`src/rtl/cpu_defs.sv`:
```
// Shared definitions for the MEM stage: bus widths, bus layouts and field indices.
package cpu_defs;

  localparam int PASS_W   = 141;
  localparam int EM_W     = PASS_W + 76;
  localparam int WB_BUS_W = 211;
  localparam int ID_BUS_W = 39;

  // Bit positions inside the sideband field. The exception flag travels as the
  // lowest sideband bit, so the EX bus is exactly PASS_W+76 bits wide.
  localparam int PASS_EXC_BIT  = 0;
  localparam int PASS_ERTN_BIT = 1;

  // load_op is one-hot {ld_b, ld_bu, ld_h, ld_hu, ld_w}
  localparam int LD_W  = 0;
  localparam int LD_HU = 1;
  localparam int LD_H  = 2;
  localparam int LD_BU = 3;
  localparam int LD_B  = 4;

  typedef struct packed {
    logic [PASS_W-1:0] pass;
    logic [4:0]        load_op;
    logic              req_issued;
    logic              rf_we;
    logic [4:0]        rf_waddr;
    logic [31:0]       alu_result;
    logic [31:0]       pc;
  } ex_bus_t;

endpackage

```
`src/rtl/load_extend.sv`:
```
// Selects the addressed byte/half/word of a load response and sign- or zero-extends it.
module load_extend
  import cpu_defs::*;
(
  input  logic [31:0] rdata,
  input  logic [1:0]  sel,
  input  logic [4:0]  load_op,
  output logic [31:0] wdata
);

  logic [7:0]  byte_val;
  logic [15:0] half_val;

  // Byte lane picked by the low address bits
  always_comb begin
    byte_val = rdata[7:0];
    case (sel)
      2'd0: byte_val = rdata[7:0];
      2'd1: byte_val = rdata[15:8];
      2'd2: byte_val = rdata[23:16];
      2'd3: byte_val = rdata[31:24];
      default: byte_val = rdata[7:0];
    endcase
  end

  assign half_val = sel[1] ? rdata[31:16] : rdata[15:0];

  // Extension according to the one-hot load kind
  always_comb begin
    wdata = '0;
    if (load_op[LD_B])       wdata = {{24{byte_val[7]}}, byte_val};
    else if (load_op[LD_BU]) wdata = {24'd0, byte_val};
    else if (load_op[LD_H])  wdata = {{16{half_val[15]}}, half_val};
    else if (load_op[LD_HU]) wdata = {16'd0, half_val};
    else if (load_op[LD_W])  wdata = rdata;
  end

endmodule

```
`src/rtl/mem_stage.sv`:
```
// MEM pipeline stage: holds one instruction from EX, waits for its data-SRAM
// response, extends load data, forwards to ID and hands the result to WB.
module mem_stage
  import cpu_defs::*;
(
  input  logic                clk,
  input  logic                resetn,
  output logic                mem_allowin,
  input  logic                ex_to_mem_valid,
  input  logic [EM_W-1:0]     ex_to_mem_bus,
  input  logic                wb_allowin,
  output logic                mem_to_wb_valid,
  output logic [WB_BUS_W-1:0] mem_to_wb_bus,
  output logic [ID_BUS_W-1:0] mem_to_id_bus,
  output logic                mem_to_ex_bus,
  input  logic                data_sram_data_ok,
  input  logic [31:0]         data_sram_rdata,
  input  logic                flush
);

  ex_bus_t     ex_in;
  ex_bus_t     inst;
  logic        mem_valid;
  logic        wait_resp;
  logic [31:0] rdata_buf;
  logic [1:0]  discard_cnt;

  logic        resp_live;
  logic        ready_go;
  logic        accept;
  logic        discard_inc;
  logic        discard_dec;
  logic        exc;
  logic        ertn;
  logic        is_load;
  logic [31:0] ld_data;
  logic [31:0] ld_wdata;
  logic [31:0] rf_wdata;

  assign ex_in = ex_to_mem_bus;

  // A response belongs to the current instruction only once all stale ones are drained
  assign resp_live   = data_sram_data_ok & (discard_cnt == 2'd0);
  assign ready_go    = ~wait_resp | resp_live;
  assign mem_allowin = ~mem_valid | (ready_go & wb_allowin);
  assign accept      = ex_to_mem_valid & mem_allowin;

  // A flushed instruction that still has a response in flight leaves one stale response
  // behind; a stale response arriving in the same cycle retires an older one.
  assign discard_inc = flush & mem_valid & wait_resp & ~resp_live;
  assign discard_dec = data_sram_data_ok & (discard_cnt != 2'd0);

  // Stage occupancy; flush from WB overrides everything
  always_ff @(posedge clk or negedge resetn) begin
    if (!resetn)          mem_valid <= 1'b0;
    else if (flush)       mem_valid <= 1'b0;
    else if (mem_allowin) mem_valid <= ex_to_mem_valid;
  end

  // Instruction fields captured on the EX handshake
  always_ff @(posedge clk or negedge resetn) begin
    if (!resetn)     inst <= '0;
    else if (accept) inst <= ex_in;
  end

  // Outstanding-response flag for the instruction in MEM
  always_ff @(posedge clk or negedge resetn) begin
    if (!resetn)                     wait_resp <= 1'b0;
    else if (flush)                  wait_resp <= 1'b0;
    else if (accept)                 wait_resp <= ex_in.req_issued & ~ex_in.pass[PASS_EXC_BIT];
    else if (mem_valid & resp_live)  wait_resp <= 1'b0;
  end

  // Response data held while WB stalls
  always_ff @(posedge clk or negedge resetn) begin
    if (!resetn)                                rdata_buf <= '0;
    else if (mem_valid & wait_resp & resp_live) rdata_buf <= data_sram_rdata;
  end

  // Number of stale responses still to be dropped
  always_ff @(posedge clk or negedge resetn) begin
    if (!resetn)                          discard_cnt <= 2'd0;
    else if (discard_inc & ~discard_dec)  discard_cnt <= discard_cnt + 2'd1;
    else if (discard_dec & ~discard_inc)  discard_cnt <= discard_cnt - 2'd1;
  end

  // In the response cycle the SRAM data bypasses the buffer
  assign ld_data = wait_resp ? data_sram_rdata : rdata_buf;

  load_extend u_load_extend (
    .rdata   (ld_data),
    .sel     (inst.alu_result[1:0]),
    .load_op (inst.load_op),
    .wdata   (ld_wdata)
  );

  assign exc      = inst.pass[PASS_EXC_BIT];
  assign ertn     = inst.pass[PASS_ERTN_BIT];
  assign is_load  = |inst.load_op;
  assign rf_wdata = is_load ? ld_wdata : inst.alu_result;

  assign mem_to_wb_valid = mem_valid & ready_go;
  assign mem_to_wb_bus   = {inst.rf_we, inst.rf_waddr, rf_wdata, inst.pc, inst.pass};
  assign mem_to_id_bus   = {mem_valid & inst.rf_we & ~exc, inst.rf_waddr, rf_wdata,
                            mem_valid & is_load & ~ready_go};
  assign mem_to_ex_bus   = mem_valid & (exc | ertn);

endmodule
```
`config.mk`:
```
export PLATFORM = sky130hd
export DESIGN_NAME = mem_stage
export DESIGN_NICKNAME = d
export VERILOG_FILES = /design/src/rtl/cpu_defs.sv /design/src/rtl/load_extend.sv /design/src/rtl/mem_stage.sv
export SDC_FILE = /design/constraint.sdc
export NUM_CORES = 1
export LEC_CHECK = 0
export BUFFER_PORTS_ARGS = -buffer_cell sky130_fd_sc_hd__clkbuf_2
export CAP_MARGIN = 20
export CORE_AREA = 2 2 197 199
export DETAILED_ROUTE_END_ITERATION = 7
export DIE_AREA = 0 0 199 201
export HOLD_SLACK_MARGIN = 0.02
export SYNTH_ARGS = -nofsm -noshare
export SYNTH_HDL_FRONTEND = slang
export SYNTH_SLANG_ARGS = --single-unit
```
`constraint.sdc`:
```
create_clock -name clk -period 3.6 [get_ports clk]
set_clock_uncertainty 0.15 [all_clocks]
set_input_delay 0.36 -clock clk [delete_from_list [all_inputs] [get_ports clk]]
set_output_delay 0.36 -clock clk [all_outputs]
set_load 0.03 [all_outputs]
```
==> results of run 1 <==
[kinds of logic after synthesis]
family,count (synthesis),synth area share (%)
multiplexers,289,26.7
buffers and inverters,265,15.4
flip-flops,252,50.8
AND/OR/NAND/NOR,78,2.90
AO/OA/AOI/OAI,76,3.87
XOR/XNOR,3,0.212
adder cells (fa/ha/maj),1,0.101
[power groups by stage]
stage	registers [mW]	logic [mW]	clock network, mW
2_1_floorplan	3.46	2.28	0
6_report	3.50	2.83	2.88
5_1_grt	3.55	3.00	3.10
3_5_place_dp	3.54	2.60	0
3_3_place_gp	3.52	2.58	0
4_1_cts	3.49	2.83	2.98
[flip-flops by register name, summed over array words and instances, names as in the netlist]
signal         flops
mem_to_wb_bus    174
rdata_buf         32
wait_resp          1
discard_cnt        2
mem_to_id_bus      5
inst              37
mem_valid          1
[worst max-delay path: stages (launching register included)]
cell	delay, ns
dfrtp_2	0.59
mux4_2	0.60
o21ai_1	0.59
o211ai_1	0.27
clkbuf_2	0.24
[metal layers]
metal,track usage [%],up-vias
li1,-,4235
met1,20.7,4500
met2,33.2,406
met3,4.15,77
met4,7.12,0
met5,0,-
[what timing repair did]
action | CTS | global route
hold buffers | 252 | 0
resized for setup | 0 | 0
hold endpoints to repair | 347 | 0
[placed cells by master (no fill, tap or decap), types with 3 or more instances in the layout]
cell / count
clkbuf_8: 12
inv_1: 3
buf_4: 13
clkbuf_2: 506
o21ai_1: 6
mux4_2: 8
dlygate4sd3_1: 252
nand3_1: 9
clkinv_2: 4
a21oi_1: 18
nand2b_1: 3
buf_12: 5
a22oi_1: 8
o21a_1: 3
mux2i_1: 24
dfrtp_1: 251
o21ai_0: 13
nor2_1: 16
nand2_1: 35
clkbuf_16: 29
diode_2: 3
a211oi_1: 4
mux2_1: 8
o211ai_1: 14
clkbuf_1: 6
mux2_2: 248
[cell type report]
class                      count  area share [%]
tap                          518            3.73
clock inverter                 5           0.165
timing repair buffer         777            30.3
sequential                   252            36.3
antenna                        3          0.0432
multi-input combinational    447            24.2
inverter                       3          0.0647
clock buffer                  47            5.25
[how the worst max path moves through the flow]
stage               startpoint            endpoint  slack (ns)
floorplan            wait_resp  mem_to_wb_bus[195]        0.86
global placement     wait_resp   mem_to_id_bus[24]        0.81
detailed placement   wait_resp   mem_to_id_bus[24]        0.79
CTS                  wait_resp   mem_to_id_bus[24]        0.18
global route          inst[75]  mem_to_wb_bus[173]        0.08
finish               wait_resp  mem_to_wb_bus[204]        0.24
[metrics by stage]
stage | total power [mW] | setup WS [ns]
after detailed placement | 6.14 | 0.787
after CTS | 9.30 | 0.185
after global placement | 6.10 | 0.807
after global routing | 9.66 | 0.0837
after floorplan | 5.73 | 0.859
final | 9.21 | 0.241
==> impl_results.md, run 1 <==
* Post-DP Area at 13900 µm²
* Area leader, netlist: dfrtp_1
* Setup crit start kind: flop
* Initial cell density of the core at 32.6%
* Synth Register Bits at 252
* Final Hold Fails at 0
* Max Root-Sink Buffers at 3
* RSZ-0062 raised after global routing: no
* R2R setup slack at 0.80 ns
* Area grow syn2layout at 40.1%
* Worst Hold Slack at 0.116 ns
* NumNets Final at 1765
* Status: finished, final reports clean
* I/O pin cnt at just over 500
* Synthesized Nets at between 1000 and 1500
* Worst r2r src: wait_resp
* WL per Instance at 18.1 µm
* Total gr overflow at 0
* Die area at 40000 µm²
* Critical path endpoint category: output pin
* Top Layer Used: met4
* Drt first pass iters at 4
* Layout cells sized above 1 at between 50% and 60%
* Main synth FF type: dfrtp_1
* Net Sw Power at 3.17 mW
* Setup total negative slack at 0 ns
* FMAX at 298 MHz
* Initial antenna violation count at 3
* Synth top area share at approximately 50%
* TritonCTS clock tree: yes
* Least-Margin Pin Slew at roughly 0.87 ns
* Reg area at 6310 µm²
* Slew headroom at 42.1%
* Htree depth at 1
* Final min period at ~3.4 ns
* GRT Overall Usage at 18.3%
* Internal power at between 6 and 7 mW
* Clock root buffer: clkbuf_16
* Hold path cells at 4
* Die width at roughly 200 µm
* Worst-case reg-to-reg path depth at 7
* CTS Buf Count at 28
* Wire length on met2 at 19100 µm
* DR vias at 9218
* Port-buffer cells at 507
* Synth cell count leaders: 252 x dfrtp_1, 248 x mux2_2, 231 x buf_4, 35 x nand2_1, 24 x mux2i_1
* Post-synth EDFFs at 0
* Fillcell total at 3418
* Logic pwr share at roughly 31%
* Max Cap Viol at 0
* Seq pwr share at 38.0%
* VDD IR-drop max at 0.000346 V
* Setup CP Type: reg -> out
* Vias per cell at around 4.5
* Vias in the first global route at between 10000 and 15000
* Syn_area_per_cell at around 13 µm²
* Die height at 201 µm
* Worst R2R End: mem_to_wb_bus[143]
* Pins Over Slew Limit at 0
* GP Congestion at 0.878
* Post-CTS setup buffer count at 0
* First-pass GRT wire length at 57100 µm
* Finished Core Util at 45.6%
* DRT iter0 DRCs at between 200 and 300
* Multi-input logic area at 4210 µm²
* Clock power share at 31.3%
* Clock slew at reported path FFs at roughly 0.06 ns
* DRT Wirelength at 37100 µm
* Worst-Skew Late Latency at 0.55 ns
* Hold EP: discard_cnt[0]
* Setup violations, final at 0
* Detailed Place HPWL at 25700 µm
* Fin cells at 2052
* DRC Markers at 0
* Num rows at a little over 70
* Met3 wire length at 2510 µm
* Final worst-path cycle share at between 90% and 100%
* Ys Warns at 0
* Pin count of the biggest net entering global routing at 104
* Core Area at 38100 µm²
* Top-count cell post-synth: dfrtp_1
* Pwr Density at ~530 nW/µm²
* Cell Area, Synth at 12400 µm²
* WL met1 at approximately 14000 µm
* Switching Fraction at 34.4%
* Critical path arrival at 2.85 ns
* LEAKAGE at 8.25 nW
* Synth Instances at 964
* Placed instance count at approximately 1700
* TritonCTS sink count at 252
* Post-synthesis async set-or-reset flop share at 100%
* Synth cell types at 44
* Final instance area at 17400 µm²
* Min-delay src: data_sram_data_ok
* Critical path peak fanout at 14
* Worst hold path class: in -> reg
* Worst EP required at 3.09 ns
* Sequential area share after synthesis at about half
* Ranking of synthesized cells by area: dfrtp_1 51%, mux2_2 22%, buf_4 14%
* Antenna-violating nets left at 0
Power figures use the tool's default switching activity.
==> run 2, diff against run 1 <==
BUFFER_PORTS_ARGS = -buffer_cell sky130_fd_sc_hd__buf_2   (was -buffer_cell sky130_fd_sc_hd__clkbuf_2)
GPL_TIMING_DRIVEN = 0   (was default)
==> run 2 against run 1 <==
Total power rose by 10%. Clock power rose by 15%. Largest cell class is now buffers. Cell area rose by 11%. Maximum frequency fell by 2.6%. Sequential cell count did not move. Non-clock buffer count rose by 247. Global-route usage rose by 1.1 points. Highest routed layer unchanged.
==> impl_results.md, run 2 (same netlist as run 1, synthesis figures left out) <==
* Status: finished, final reports clean
* Area grow syn2layout at 55.5%
* Most frequent cells in the layout: 523 x buf_2, 253 x dlygate4sd3_1, 252 x dfrtp_1, 248 x mux2_2, 231 x buf_4
* Worst r2r src: discard_cnt[1]
* Placement Setup Slack at ~0.64 ns
* Worst-case reg-to-reg path depth at 7
* I/O pin cnt at 508
* Total gr overflow at 0
* Net Sw Power at 3.31 mW
* Die height at 201 µm
* Logic pwr share at 33.2%
* CP max stage cell: mux4_2
* TritonCTS sink count at 252
* Pin count of the biggest net entering global routing at 108
* Post-CTS setup buffer count at 0
* Least-Margin Pin Slew at 0.706 ns
* Die area at 40000 µm²
* Setup total negative slack at 0 ns
* Setup violations, final at 0
* Final min period at 3.45 ns
* Worst-Skew Late Latency at 0.56 ns
* VDD IR-drop max at 0.000377 V
* Critical path peak fanout at 10
* WL per Instance at 17.3 µm
* Worst EP required at 3.09 ns
* Drt first pass iters at 4
* Die width at roughly 200 µm
* Final instance area at 19300 µm²
* Switching Fraction at 32.5%
* Wire length on met2 at about 21000 µm
* Internal power at 6.85 mW
* Setup crit start kind: flop
* Largest stage delay on the critical path at 0.53 ns
* Layout cells sized above 1 at 60.5%
* FMAX at ~290 MHz
* Port-buffer cells at 507
* Htree depth at 1
* RSZ-0062 raised after global routing: no
* Finished Core Util at 50.7%
* Num rows at 72
* Vias in the first global route at 11000
* Final Hold Fails at 0
* Clock slew at reported path FFs at roughly 0.060 ns
* Setup CP Type: reg -> out
* Initial cell density of the core at 32.6%
* Pwr Density at 526 nW/µm²
* CTS Buf Count at 30
* DRC Markers at 0
* LEAKAGE at approximately 9.4 nW
* Final worst-path cycle share at between 90% and 100%
* Initial antenna violation count at 1
* NumNets Final at just over 2000
* DRT Wirelength at roughly 40000 µm
* Antenna Cells at 0
* Crit-path most repeated cell: buf_6
* Max FFs per register at 174
* Post-DP Area at 15700 µm²
* Antenna-violating nets left at 0
* Critical path arrival at 2.94 ns
* TritonCTS clock tree: yes
* First-pass GRT wire length at 60500 µm
* DR vias at between 10000 and 15000
* Pins Over Slew Limit at 0
* Commonest non-fill, non-tap cell in the layout: buf_2
* Core Area at 38100 µm²
* Fillcell total at 3344
* GP Congestion at 0.886
* Top Layer Used: met4
* Clock root buffer: clkbuf_16
* DRT iter0 DRCs at 365
* R2R setup slack at 1.00 ns
* Worst-path cell chain: buf_6 -> buf_6 -> mux2_4 -> mux4_2 -> nand2_4 -> buf_6 -> o211ai_1 -> buf_4 -> buf_2
* Clock power share at 32.5%
* CP endpoint: mem_to_wb_bus[182]
* Slew headroom at 52.9%
* Final setup margin at around 0.15 ns
* Worst Hold Slack at about 0.13 ns
* WL met1 at 15400 µm
* Max Cap Viol at 0
* Detailed Place HPWL at 28800 µm
* Max Root-Sink Buffers at 3
* Met3 wire length at 2450 µm
* Worst hold path class: in -> reg
* Vias per cell at about 4.4
* Seq pwr share at between 30% and 40%
* Worst R2R End: mem_to_id_bus[34]
* GRT Overall Usage at about a fifth
* Worst setup startpoint: wait_resp
* Critical path endpoint category: output pin
## run 2: worst min-delay path by stage
stage	cells after the start	end	from	slack, ns
6_report	4	discard_cnt[0]	data_sram_data_ok	0.13
5_1_grt	4	discard_cnt[0]	data_sram_data_ok	0.14
4_1_cts	4	discard_cnt[0]	data_sram_data_ok	0.11
3_5_place_dp	1	inst[37]	resetn	0.15
3_3_place_gp	1	mem_to_wb_bus[167]	mem_to_wb_bus[167]	0.32
2_1_floorplan	0	discard_cnt[0]	resetn	-0.09
## run 2: stage by stage
stage / power [mW] / cells
floorplan: 5.73 / 964
CTS: 10.2 / 2299
finish: 10.2 / 2299
global placement: 6.62 / 1989
detailed placement: 6.67 / 1991
global route: 10.6 / 2299
## run 2: cell type report
type	count	area (µm²)	share of cell area, %
Multi-Input combinational cell	447	4210	21.8
Sequential cell	252	6310	32.7
Clock buffer	46	952	4.93
Clock inverter	9	145	0.751
Buffer	262	1900	9.85
Inverter	3	11.3	0.0583
Timing Repair Buffer	762	5130	26.6
Tap cell	518	648	3.36
## run 2: worst max-delay path, delay by kind of cell, from the launching register on
| kind | cells | cell delay [ns] |
|---|---|---|
| buf+inv | 5 | 0.80 |
| mux | 2 | 0.87 |
| flops | 1 | 0.37 |
| compound gates | 1 | 0.19 |
| simple gates | 1 | 0.14 |
## run 2: power groups by stage
stage | logic, mW | clock network, mW | registers [mW]
floorplan | 2.28 | 0 | 3.46
global placement | 3.10 | 0 | 3.52
detailed placement | 3.14 | 0 | 3.54
CTS | 3.37 | 3.39 | 3.49
global route | 3.57 | 3.50 | 3.55
finish | 3.37 | 3.30 | 3.49
## run 2: routing by layer
metal	global-route usage [%]	vias up
met2	36.4	398
met3	3.78	67
li1	-	4726
met5	0	-
met1	21.7	4977
met4	6.45	0
## run 2: timing repair
| item | in CTS | in global routing |
|---|---|---|
| gates resized for setup | 0 | 4 |
| hold buffers | 253 | 0 |
| endpoints found under the hold margin | 296 | 0 |
| setup endpoints to repair | 0 | 10 |
